===== src/rtl/rs232tx.sv =====
// rs232tx: 8-bit asynchronous serial transmitter, LSB first, no parity,
// 1 or 2 stop bits. Accepts a byte on valid && ready and frames it on TX.
module rs232tx #(
  parameter int unsigned CLKS_PER_BIT = 104,
  parameter int unsigned STOP_BITS    = 1
) (
  input  logic       clk,
  input  logic       rst,
  input  logic [7:0] data,
  input  logic       valid,
  output logic       ready,
  output logic       TX
);

  localparam int unsigned BW = (CLKS_PER_BIT > 2) ? $clog2(CLKS_PER_BIT) : 1;
  localparam logic [BW-1:0] BAUD_LAST = BW'(CLKS_PER_BIT - 1);
  localparam logic [2:0]    STOP_LAST = 3'(STOP_BITS - 1);

  localparam logic [1:0] IDLE  = 2'd0;
  localparam logic [1:0] START = 2'd1;
  localparam logic [1:0] DATA  = 2'd2;
  localparam logic [1:0] STOP  = 2'd3;

  // Reject parameter values the frame logic cannot represent
  generate
    if (CLKS_PER_BIT < 2 || (STOP_BITS != 1 && STOP_BITS != 2)) begin : g_param_check
      $error("rs232tx: CLKS_PER_BIT must be >= 2 and STOP_BITS must be 1 or 2");
    end
  endgenerate

  logic [1:0]    state, state_n;
  logic [BW-1:0] baud, baud_n;
  logic [2:0]    bitcnt, bitcnt_n;
  logic [7:0]    shreg, shreg_n;
  logic          tx_n, ready_n;
  logic          bit_end_c;

  // Last clk cycle of the current serial bit
  assign bit_end_c = (baud == BAUD_LAST);

  // State and registered outputs; reset aborts any frame in progress
  always_ff @(posedge clk) begin
    if (rst) begin
      state  <= IDLE;
      baud   <= '0;
      bitcnt <= '0;
      shreg  <= '0;
      TX     <= 1'b1;
      ready  <= 1'b1;
    end else begin
      state  <= state_n;
      baud   <= baud_n;
      bitcnt <= bitcnt_n;
      shreg  <= shreg_n;
      TX     <= tx_n;
      ready  <= ready_n;
    end
  end

  // Next-state, bit sequencing and next output levels
  always_comb begin
    state_n  = state;
    baud_n   = baud;
    bitcnt_n = bitcnt;
    shreg_n  = shreg;
    tx_n     = TX;
    ready_n  = ready;

    if (state != IDLE) begin
      baud_n = bit_end_c ? '0 : baud + BW'(1);
    end

    case (state)
      IDLE: begin
        tx_n    = 1'b1;
        ready_n = 1'b1;
        if (valid) begin
          shreg_n  = data;
          baud_n   = '0;
          bitcnt_n = '0;
          tx_n     = 1'b0;
          ready_n  = 1'b0;
          state_n  = START;
        end
      end
      START: begin
        if (bit_end_c) begin
          tx_n     = shreg[0];
          shreg_n  = {1'b0, shreg[7:1]};
          bitcnt_n = '0;
          state_n  = DATA;
        end
      end
      DATA: begin
        if (bit_end_c) begin
          if (bitcnt == 3'd7) begin
            tx_n     = 1'b1;
            bitcnt_n = '0;
            state_n  = STOP;
          end else begin
            tx_n     = shreg[0];
            shreg_n  = {1'b0, shreg[7:1]};
            bitcnt_n = bitcnt + 3'd1;
          end
        end
      end
      STOP: begin
        if (bit_end_c) begin
          if (bitcnt == STOP_LAST) begin
            tx_n    = 1'b1;
            ready_n = 1'b1;
            state_n = IDLE;
          end else begin
            bitcnt_n = bitcnt + 3'd1;
          end
        end
      end
      default: begin
        state_n = IDLE;
      end
    endcase
  end

endmodule


===== config.mk =====
export PLATFORM = sky130hd
export DESIGN_NAME = rs232tx
export DESIGN_NICKNAME = d
export VERILOG_FILES = /design/src/rtl/rs232tx.sv
export SDC_FILE = /design/constraint.sdc
export NUM_CORES = 1
export LEC_CHECK = 0
export CELL_PAD_IN_SITES_DETAIL_PLACEMENT = 1
export CELL_PAD_IN_SITES_GLOBAL_PLACEMENT = 2
export CORE_ASPECT_RATIO = 2
export CORE_MARGIN = 2
export CORE_UTILIZATION = 37
export CTS_CLUSTER_SIZE = 40
export DETAILED_ROUTE_END_ITERATION = 6
export PLACE_DENSITY_LB_ADDON = 0.1
export SLEW_MARGIN = 30
export SYNTH_ARGS = -nofsm -noshare
export SYNTH_HDL_FRONTEND = slang
export SYNTH_SLANG_ARGS = --single-unit

===== constraint.sdc =====
create_clock -name clk -period 4.8 [get_ports clk]
set_input_delay 1.44 -clock clk [delete_from_list [all_inputs] [get_ports clk]]
set_output_delay 1.44 -clock clk [all_outputs]
set_load 0.01 [all_outputs]

==> flow_metrics.py, run 1 <==
metrics = {
    "power": {
        "combPwrFrac": 0.511,
        "power_frac_seq": 0.291,
        "swShare": 0.404,
        "p_int_mw": 0.528,
        "p_sw_mw": 0.357,
        "leakage_nw": 0.560,
        "peakVddDrop_mv": 0.311,
        "power_density_nw_per_um2": 586,
        "power_frac_clock": 0.199,
    },
    "grt": {
        "grt.total_usage": 0.174,
        "grt_max_degree": 31,
        "antenna_found_initial": 0,
        "grt_overflow_total": 0,
        "grt_pass1_wl_um": 5310,
        "grt_pass1_vias": 1138,
    },
    "detailed_routing": {
        "vias": 1083,
        "drt_pass1_iterations": 4,
        "ant_nets": 0,
        "wire_per_inst_um": 15.6,
        "vias_per_cell": 5.50,
        "initialDrtViolationCount": 14,
        "routed_wl_um": 3070,
        "drc": 0,
    },
    "hold_path": {
        "min_to": "bitcnt[1]",
        "hold_path_class": "register to register",
        "worstHoldPathCells": 2,
        "min_from": "bitcnt[1]",
    },
    "layout": {
        "num-nets-final": 169,
        "layout-drive-gt1-share": 0.114,
        "final_cell_mix": "22 x dfxtp_1, 14 x nor2_1, 13 x a21oi_1",
        "syn2layout_area_growth_pct": 13.5,
        "design_area_sq_um": 1510,
        "fillers": 417,
        "layout_commonest_cell": "dfxtp_1",
        "diodes": 0,
    },
    "clock_network": {
        "cts_buffer_depth": 2,
        "cts_max_level": 1,
        "cts_root_buffer": "clkbuf_8",
        "clkSlewWorstSetupHoldPaths_ps": 90,
        "numCtsBuffers": 3,
        "clk_latency_ps": 270,
        "cts.repair.resized": 0,
        "cts_tree": "built",
        "post_cts_buffers": 0,
        "cts.sinks": 22,
        "postCtsHoldBufs": 0,
    },
    "run_status": {
        "status": "finished, final reports clean",
    },
    "synth": {
        "synth_edf_count": 0,
        "synth.area.mux_share": 0.0847,
        "netlist_area_sq_um": 1330,
        "synthArstFlopShare": 0,
        "synth.avg_cell_area_sq_um": 9.24,
        "synth_top_family_by_area": "compound AO/OA/AOI/OAI gates",
        "yosysWarnings": 0,
        "synth_ff_type": "dfxtp_1",
        "synth_nets": 163,
        "synthAdderAreaFrac": 0.0753,
        "synth-simple-area-share": 0.198,
        "synth-seq-cells": 22,
        "synth_xor_area_frac": 0.0132,
        "synthCells": 144,
        "synth_cell_types": 46,
        "synth-compound-area-share": 0.235,
        "synth-seq-area-share": 0.331,
    },
    "timing": {
        "fin_crit_sh": 0.624,
        "final-hold-violation-count": 0,
        "setup_viol": 0,
        "slew_headroom": 0.512,
        "rsz0062_at_grt": "false",
        "fin_crit_ps": 2990,
        "fin_skew_ps": 5.20,
        "fmax_ghz": 0.334,
        "tightest_slew_ps": 731,
        "holdWs_ps": 518,
        "timing.final.ws_setup_ps": 1810,
        "tns_ps": 0,
        "slew_viol_final": 0,
    },
    "die": {
        "dieArea_sq_um": 4120,
        "initial_core_util": 0.389,
        "fp.dieW_um": 46.4,
        "die_h_um": 88.8,
        "ios": 13,
        "placementRows": 30,
        "core_area_sq_um": 3420,
    },
    "flow_run": {
        "maxCapViolCount": 0,
    },
    "worst_setup_path": {
        "start_kind": "primary input",
        "critPathCaptureType": "register",
        "crit_fanout": 16,
        "cp.required_ps": 4980,
        "worst_r2r_path_depth": 6,
        "reg2reg_to": "shreg[1]",
        "cp.arrival_ps": 3170,
        "crit_type": "primary input to register",
        "r2r_slack_ps": 2500,
        "r2r_start": "state[0]",
    },
    "place": {
        "post_dp_cell_area_sq_um": 1440,
        "dp_hpwl_um": 2330,
        "globalplace.congestion": 0.792,
        "dp_slack_ps": 1500,
        "io_buffers": 12,
    },
}
## kinds of logic (layout without fill, tap and decap cells)
kind of cell             after synthesis  in the layout
AND/OR/NAND/NOR                       47             47
AO/OA/AOI/OAI                         39             39
flip-flops                            22             22
buffers and inverters                 15             20
multiplexers                          11             11
adder cells (fa/ha/maj)                8              8
XOR/XNOR                               2              2
## cells in the mapped netlist, types with 2 or more instances
| cell type | n | area share |
|---|---|---|
| and3_1 | 4 | 0.019 |
| nor2b_1 | 4 | 0.019 |
| xnor2_1 | 2 | 0.013 |
| nand2_1 | 2 | 0.0056 |
| buf_4 | 2 | 0.011 |
| nor2_1 | 14 | 0.040 |
| mux2i_1 | 9 | 0.068 |
| a41oi_1 | 2 | 0.013 |
| mux2_2 | 2 | 0.017 |
| ha_1 | 8 | 0.075 |
| nand2b_1 | 6 | 0.028 |
| inv_1 | 4 | 0.011 |
| buf_6 | 2 | 0.017 |
| dfxtp_1 | 22 | 0.33 |
| nand3_1 | 3 | 0.011 |
| buf_2 | 2 | 0.0075 |
| a21oi_1 | 13 | 0.049 |
| clkbuf_1 | 3 | 0.0085 |
| a311oi_1 | 7 | 0.046 |
| o21ai_0 | 2 | 0.0075 |
| nor3_1 | 6 | 0.023 |
## stage by stage
| stage | instances | util | power, mW |
|---|---|---|---|
| CTS | 197 | 0.442 | 0.900 |
| finish | 197 | 0.442 | 0.884 |
| global placement | 193 | 0.422 | 0.704 |
| floorplan | 144 | - | 0.643 |
| detailed placement | 193 | 0.421 | 0.722 |
| global route | 197 | 0.442 | 0.953 |
## layer usage
| metal | vias up | global-route usage | wire length [um] |
|---|---|---|---|
| li1 | 541 | - | - |
| met1 | 529 | 0.189 | 1180 |
| met2 | 9 | 0.328 | 1820 |
| met3 | 4 | 0.0184 | 38 |
| met4 | 0 | 0.0545 | 37 |
| met5 | - | 0 | 0 |
## power groups by stage
stage	sequential [mW]	clock [mW]	combinational, mW
after floorplan	0.258	0	0.386
after global placement	0.259	0	0.445
after detailed placement	0.262	0	0.460
after CTS	0.258	0.180	0.462
after global routing	0.264	0.188	0.500
final	0.257	0.176	0.452
## worst max-delay path: stages
cell and delay (ps):
clkdlybuf4s50_1 500, nor2b_1 170, a211oi_4 630, a21oi_1 160, a311oi_1 270
## registers in the layout, summed over array words and instances (netlist names)
register	flops
ready	1
bitcnt	3
baud	7
state	2
TX	1
shreg	8
## worst max path at each step
stage                     start         to  slack, ps  cells past startpoint
after global routing      valid   shreg[0]       1660                      5
final                     valid   shreg[1]       1810                      5
after detailed placement  valid   shreg[1]       1500                      5
after CTS                 valid   shreg[1]       1790                      5
after global placement      rst  bitcnt[1]       1540                      3
after floorplan           valid   shreg[7]       2350                      6
## layout make-up
type / instances / area, sq um / share of cell area
inverter: 4 / 15.0 / 0.00995
sequential: 22 / 440 / 0.292
clock buffer: 3 / 41.3 / 0.0274
clock inverter: 1 / 30.0 / 0.0199
tap: 48 / 60.1 / 0.0398
timing repair buffer: 12 / 115 / 0.0763
multi-input combinational: 107 / 807 / 0.535
No activity file was read; power rests on OpenSTA's default activity.
==> run 2, diff against run 1 <==
CORE_UTILIZATION = 31   (was 37)
clock period = 2.58 ns   (was 4.8 ns; I/O delays follow)
==> flow_metrics.py, run 2 (synthesis results as in run 1) <==
metrics = {
    "run_status": {
        "status": "finished, final reports clean",
    },
    "worst_setup_path": {
        "crit_chain": "inv_1 > ha_1 > nor2_1 > a21o_1 > a21oi_1 > a311oi_1",
        "start_kind": "register",
        "crit_type": "register to register",
        "critPathCaptureType": "register",
        "cp.required_ps": 2760,
        "r2r_slack_ps": 530,
        "cp.buffers_inverters": 1,
        "cp.arrival_ps": 2230,
        "critPathTopFamily": "compound AO/OA/AOI/OAI gates",
        "max_stage_delay_ps": 550,
        "crit_fanout": 21,
        "cp_slowest_cell": "a21o_1",
    },
    "detailed_routing": {
        "drc": 0,
        "initialDrtViolationCount": 20,
        "vias": 1092,
        "ant_nets": 0,
        "drt_pass1_iterations": 4,
        "vias_per_cell": 5.30,
        "wire_per_inst_um": 16.1,
        "routed_wl_um": 3330,
    },
    "layout": {
        "fin_cells": 206,
        "fillers": 510,
        "syn2layout_area_growth_pct": 16.7,
        "regMostFlops": "shreg",
        "final_cell_mix": "22 x dfxtp_1, 14 x nor2_1, 13 x a21oi_1",
        "largest_reg_flops": 8,
        "layout_commonest_cell": "dfxtp_1",
        "num-nets-final": 174,
        "diodes": 0,
        "layout-drive-gt1-share": 0.136,
        "reg.largest.list": "shreg: 8 flops, baud: 7 flops, bitcnt: 3 flops",
        "design_area_sq_um": 1550,
    },
    "clock_network": {
        "cts.repair.resized": 0,
        "postCtsHoldBufs": 0,
        "post_cts_buffers": 0,
        "cts.sinks": 22,
        "clkSlewWorstSetupHoldPaths_ps": 90,
        "cts_tree": "built",
        "cts_buffer_depth": 2,
        "numCtsBuffers": 3,
        "cts_root_buffer": "clkbuf_8",
        "cts_max_level": 1,
        "clk_latency_ps": 270,
    },
    "timing": {
        "tightest_slew_ps": 678,
        "tns_ps": 0,
        "fin_skew_ps": 1.79,
        "final-hold-violation-count": 0,
        "slew_viol_final": 0,
        "fmax_ghz": 0.488,
        "fin_crit_sh": 0.795,
        "fin_crit_ps": 2050,
        "slew_headroom": 0.548,
        "setup_viol": 0,
        "rsz0062_at_grt": "false",
    },
    "power": {
        "power_frac_seq": 0.288,
        "power_frac_clock": 0.158,
        "swShare": 0.417,
        "power_density_nw_per_um2": 1080,
        "combPwrFrac": 0.554,
        "p_sw_mw": 0.698,
        "p_int_mw": 0.974,
        "total_power_mw": 1.67,
        "leakage_nw": 0.582,
        "peakVddDrop_mv": 0.588,
    },
    "die": {
        "placementRows": 33,
        "initial_core_util": 0.322,
        "die_h_um": 96.6,
        "ios": 13,
        "dieArea_sq_um": 4860,
        "fp.dieW_um": 50.3,
        "core_area_sq_um": 4130,
    },
    "grt": {
        "grt_pass1_wl_um": 5760,
        "grt.total_usage": 0.153,
        "grt_pass1_vias": 1185,
        "grt_overflow_total": 0,
        "grt_max_degree": 22,
        "antenna_found_initial": 0,
    },
    "place": {
        "globalplace.congestion": 0.688,
        "io_buffers": 12,
        "post_dp_cell_area_sq_um": 1500,
        "dp_hpwl_um": 2550,
        "placed_cells_incl_taps": 202,
    },
    "hold_path": {
        "hold_path_class": "register to register",
    },
    "flow_run": {
        "maxCapViolCount": 0,
    },
}
## run 2: path summary, 6_finish.rpt
path,cells after the start,startpoint,endpoint
worst max-delay path,6,state[0],shreg[1]
worst min-delay path,2,ready,ready
worst max register to register,6,state[0],shreg[1]
worst min register to register,2,ready,ready
## run 2: tightest hold or removal path, stage by stage, from the launching register on
cell	delay (ps)
dfxtp_1	320
nor2_1	90
a21oi_1	60
## run 2: layout make-up
cell class / count / area, sq um / area share
flip-flops and latches: 22 / 440 / 0.284
inverters: 4 / 15.0 / 0.00967
well taps: 52 / 65.1 / 0.0419
clock buffers: 4 / 55.1 / 0.0355
multi-input cells: 107 / 807 / 0.520
repair buffers: 17 / 170 / 0.110
## run 2: per-stage QoR
stage	hold slack, ps	utilization	worst slack [ps]
finish	515	0.376	530
global route	562	0.376	302
CTS	522	0.376	527
detailed placement	509	0.363	289
global placement	481	0.363	342
floorplan	469	-	793
## run 2: per-layer routing
metal | track usage | up-vias | wire length [um] | part of all wire
li1 | - | 546 | - | -
met3 | 0.0247 | 5 | 72 | 0.022
met2 | 0.294 | 16 | 1920 | 0.58
met4 | 0.0541 | 0 | 59 | 0.018
met1 | 0.156 | 525 | 1270 | 0.38
met5 | 0 | - | 0 | 0
## run 2: power groups by stage
stage,combinational (mW),sequential [mW],clock [mW]
3_3_place_gp,0.909,0.485,0
4_1_cts,0.944,0.483,0.272
3_5_place_dp,0.939,0.490,0
6_report,0.927,0.481,0.264
5_1_grt,1.03,0.495,0.281
2_1_floorplan,0.718,0.479,0
==> RTL edit (flow settings as in run 2) <==
The parameter `CLKS_PER_BIT` goes from 104 to 208.
--- a/src/rtl/rs232tx.sv
+++ b/src/rtl/rs232tx.sv
@@ -1,7 +1,7 @@
 // rs232tx: 8-bit asynchronous serial transmitter, LSB first, no parity,
 // 1 or 2 stop bits. Accepts a byte on valid && ready and frames it on TX.
 module rs232tx #(
-  parameter int unsigned CLKS_PER_BIT = 104,
+  parameter int unsigned CLKS_PER_BIT = 208,
   parameter int unsigned STOP_BITS    = 1
 ) (
   input  logic       clk,
Check against the original RTL: same outputs for any inputs over 10 cycles, from zero or initial values and one cycle with rst high; that may be too few to reach the edited logic, so the function may still have changed.
==> RTL edit against run 2 <==
  * Synthesized cell count rose by 1.4%
  * Setup slack better by 0.030 ns
  * Sequential share of layout area grew 1.6 points
  * Final cell count rose by 1.9%
  * Combinational power down 3.8%
  * Core utilization hardly changed
  * Power decreased by 2.8%
  * Maximum frequency rose by 1.5%
  * Cell area is 1.1% lower
  * Routed wire length is 0.57% higher
  * Area after synthesis shrank 1.9%
  * Register-to-register slack better by 0.13 ns
  * Count of clock-buffer cells in the layout unchanged
  * Sequential cell count up 1
==> RTL edit: results (changes against run 2) <==
[layout]
drive_above_1_share = 0.101  ; was 0.136
reg.largest.list = baud: 8 flops, shreg: 8 flops, bitcnt: 3 flops  ; was shreg: 8 flops, baud: 7 flops, bitcnt: 3 flops
post-route-util = 0.376  ; about the same
final_nets = 178  ; was 174

[global_route]
grt_pass1_vias = 1234  ; was 1185
grt_pass1_wl_um = 5780  ; was 5760 µm
grtUsageMet1 = 0.145  ; was 0.156
grt_max_degree = 21  ; was 22

[power_and_ir_drop]
p_comb_frac = 0.549  ; was 0.554
switching_share = 0.424  ; was 0.417
leakagePower_nw = 0.528  ; was 0.582 nW

[setup_path]
rr_endpoint = bitcnt[1]  ; was shreg[1]
ff2ff_path_depth = 5  ; was 6
r2r_start = baud[0]  ; was state[0]

[routing]
drt-met1-wl_um = 1200  ; was 1270 µm
met3WireLength_um = 70  ; was 72 µm
drt_iter0_drc = 9  ; was 20
wirelength_um = 3350  ; was 3330 µm
vias = 1147  ; was 1092

[placed_design]
place_ws_ns = 0.270  ; was 0.289 ns
globalplace.congestion = 0.681  ; was 0.688
dpl.hpwl_um = 2670  ; was 2550 µm

[yosys]
synth.distinct_cells = 40  ; was 46
syn_nets = 165  ; was 163

[min_path]
min_from = bitcnt[1]  ; was ready
worstHoldEndpoint = bitcnt[1]  ; was ready

[outcome]
status = complete, no violations  ; unchanged

[sta]
skew_ns = 0.00503  ; was 0.00179 ns
holdWs_ns = 0.508  ; was 0.515 ns

## RTL edit: final cells by class
type,instances,share of cell area
Multi-Input combinational cell,107,0.506
Sequential cell,23,0.300
Timing Repair Buffer,18,0.108
Tap cell,52,0.0424
Clock buffer,4,0.0293
Inverter,6,0.0147
## RTL edit: logic make-up after synthesis
logic type	after synthesis	synth area share
compound gates	50	0.270
buf+inv	16	0.0518
fa+ha+maj	8	0.0767
flops	23	0.353
mux	9	0.0690
simple gates	40	0.179
## RTL edit: worst max-delay path: stages
cell,delay (ns)
clkdlybuf4s50_1,0.52
nor2b_1,0.10
buf_4,0.18
or4_1,0.51
a21oi_1,0.15
## RTL edit: how the worst max path moves through the flow
stage / from / endpoint / slack (ns) / cells after the start
final: valid / bitcnt[0] / 0.56 / 5
after CTS: valid / bitcnt[0] / 0.55 / 5
after global routing: valid / shreg[0] / 0.40 / 6
after detailed placement: valid / bitcnt[0] / 0.27 / 5
after global placement: valid / bitcnt[1] / 0.30 / 5
after floorplan: state[0] / shreg[5] / 0.82 / 7
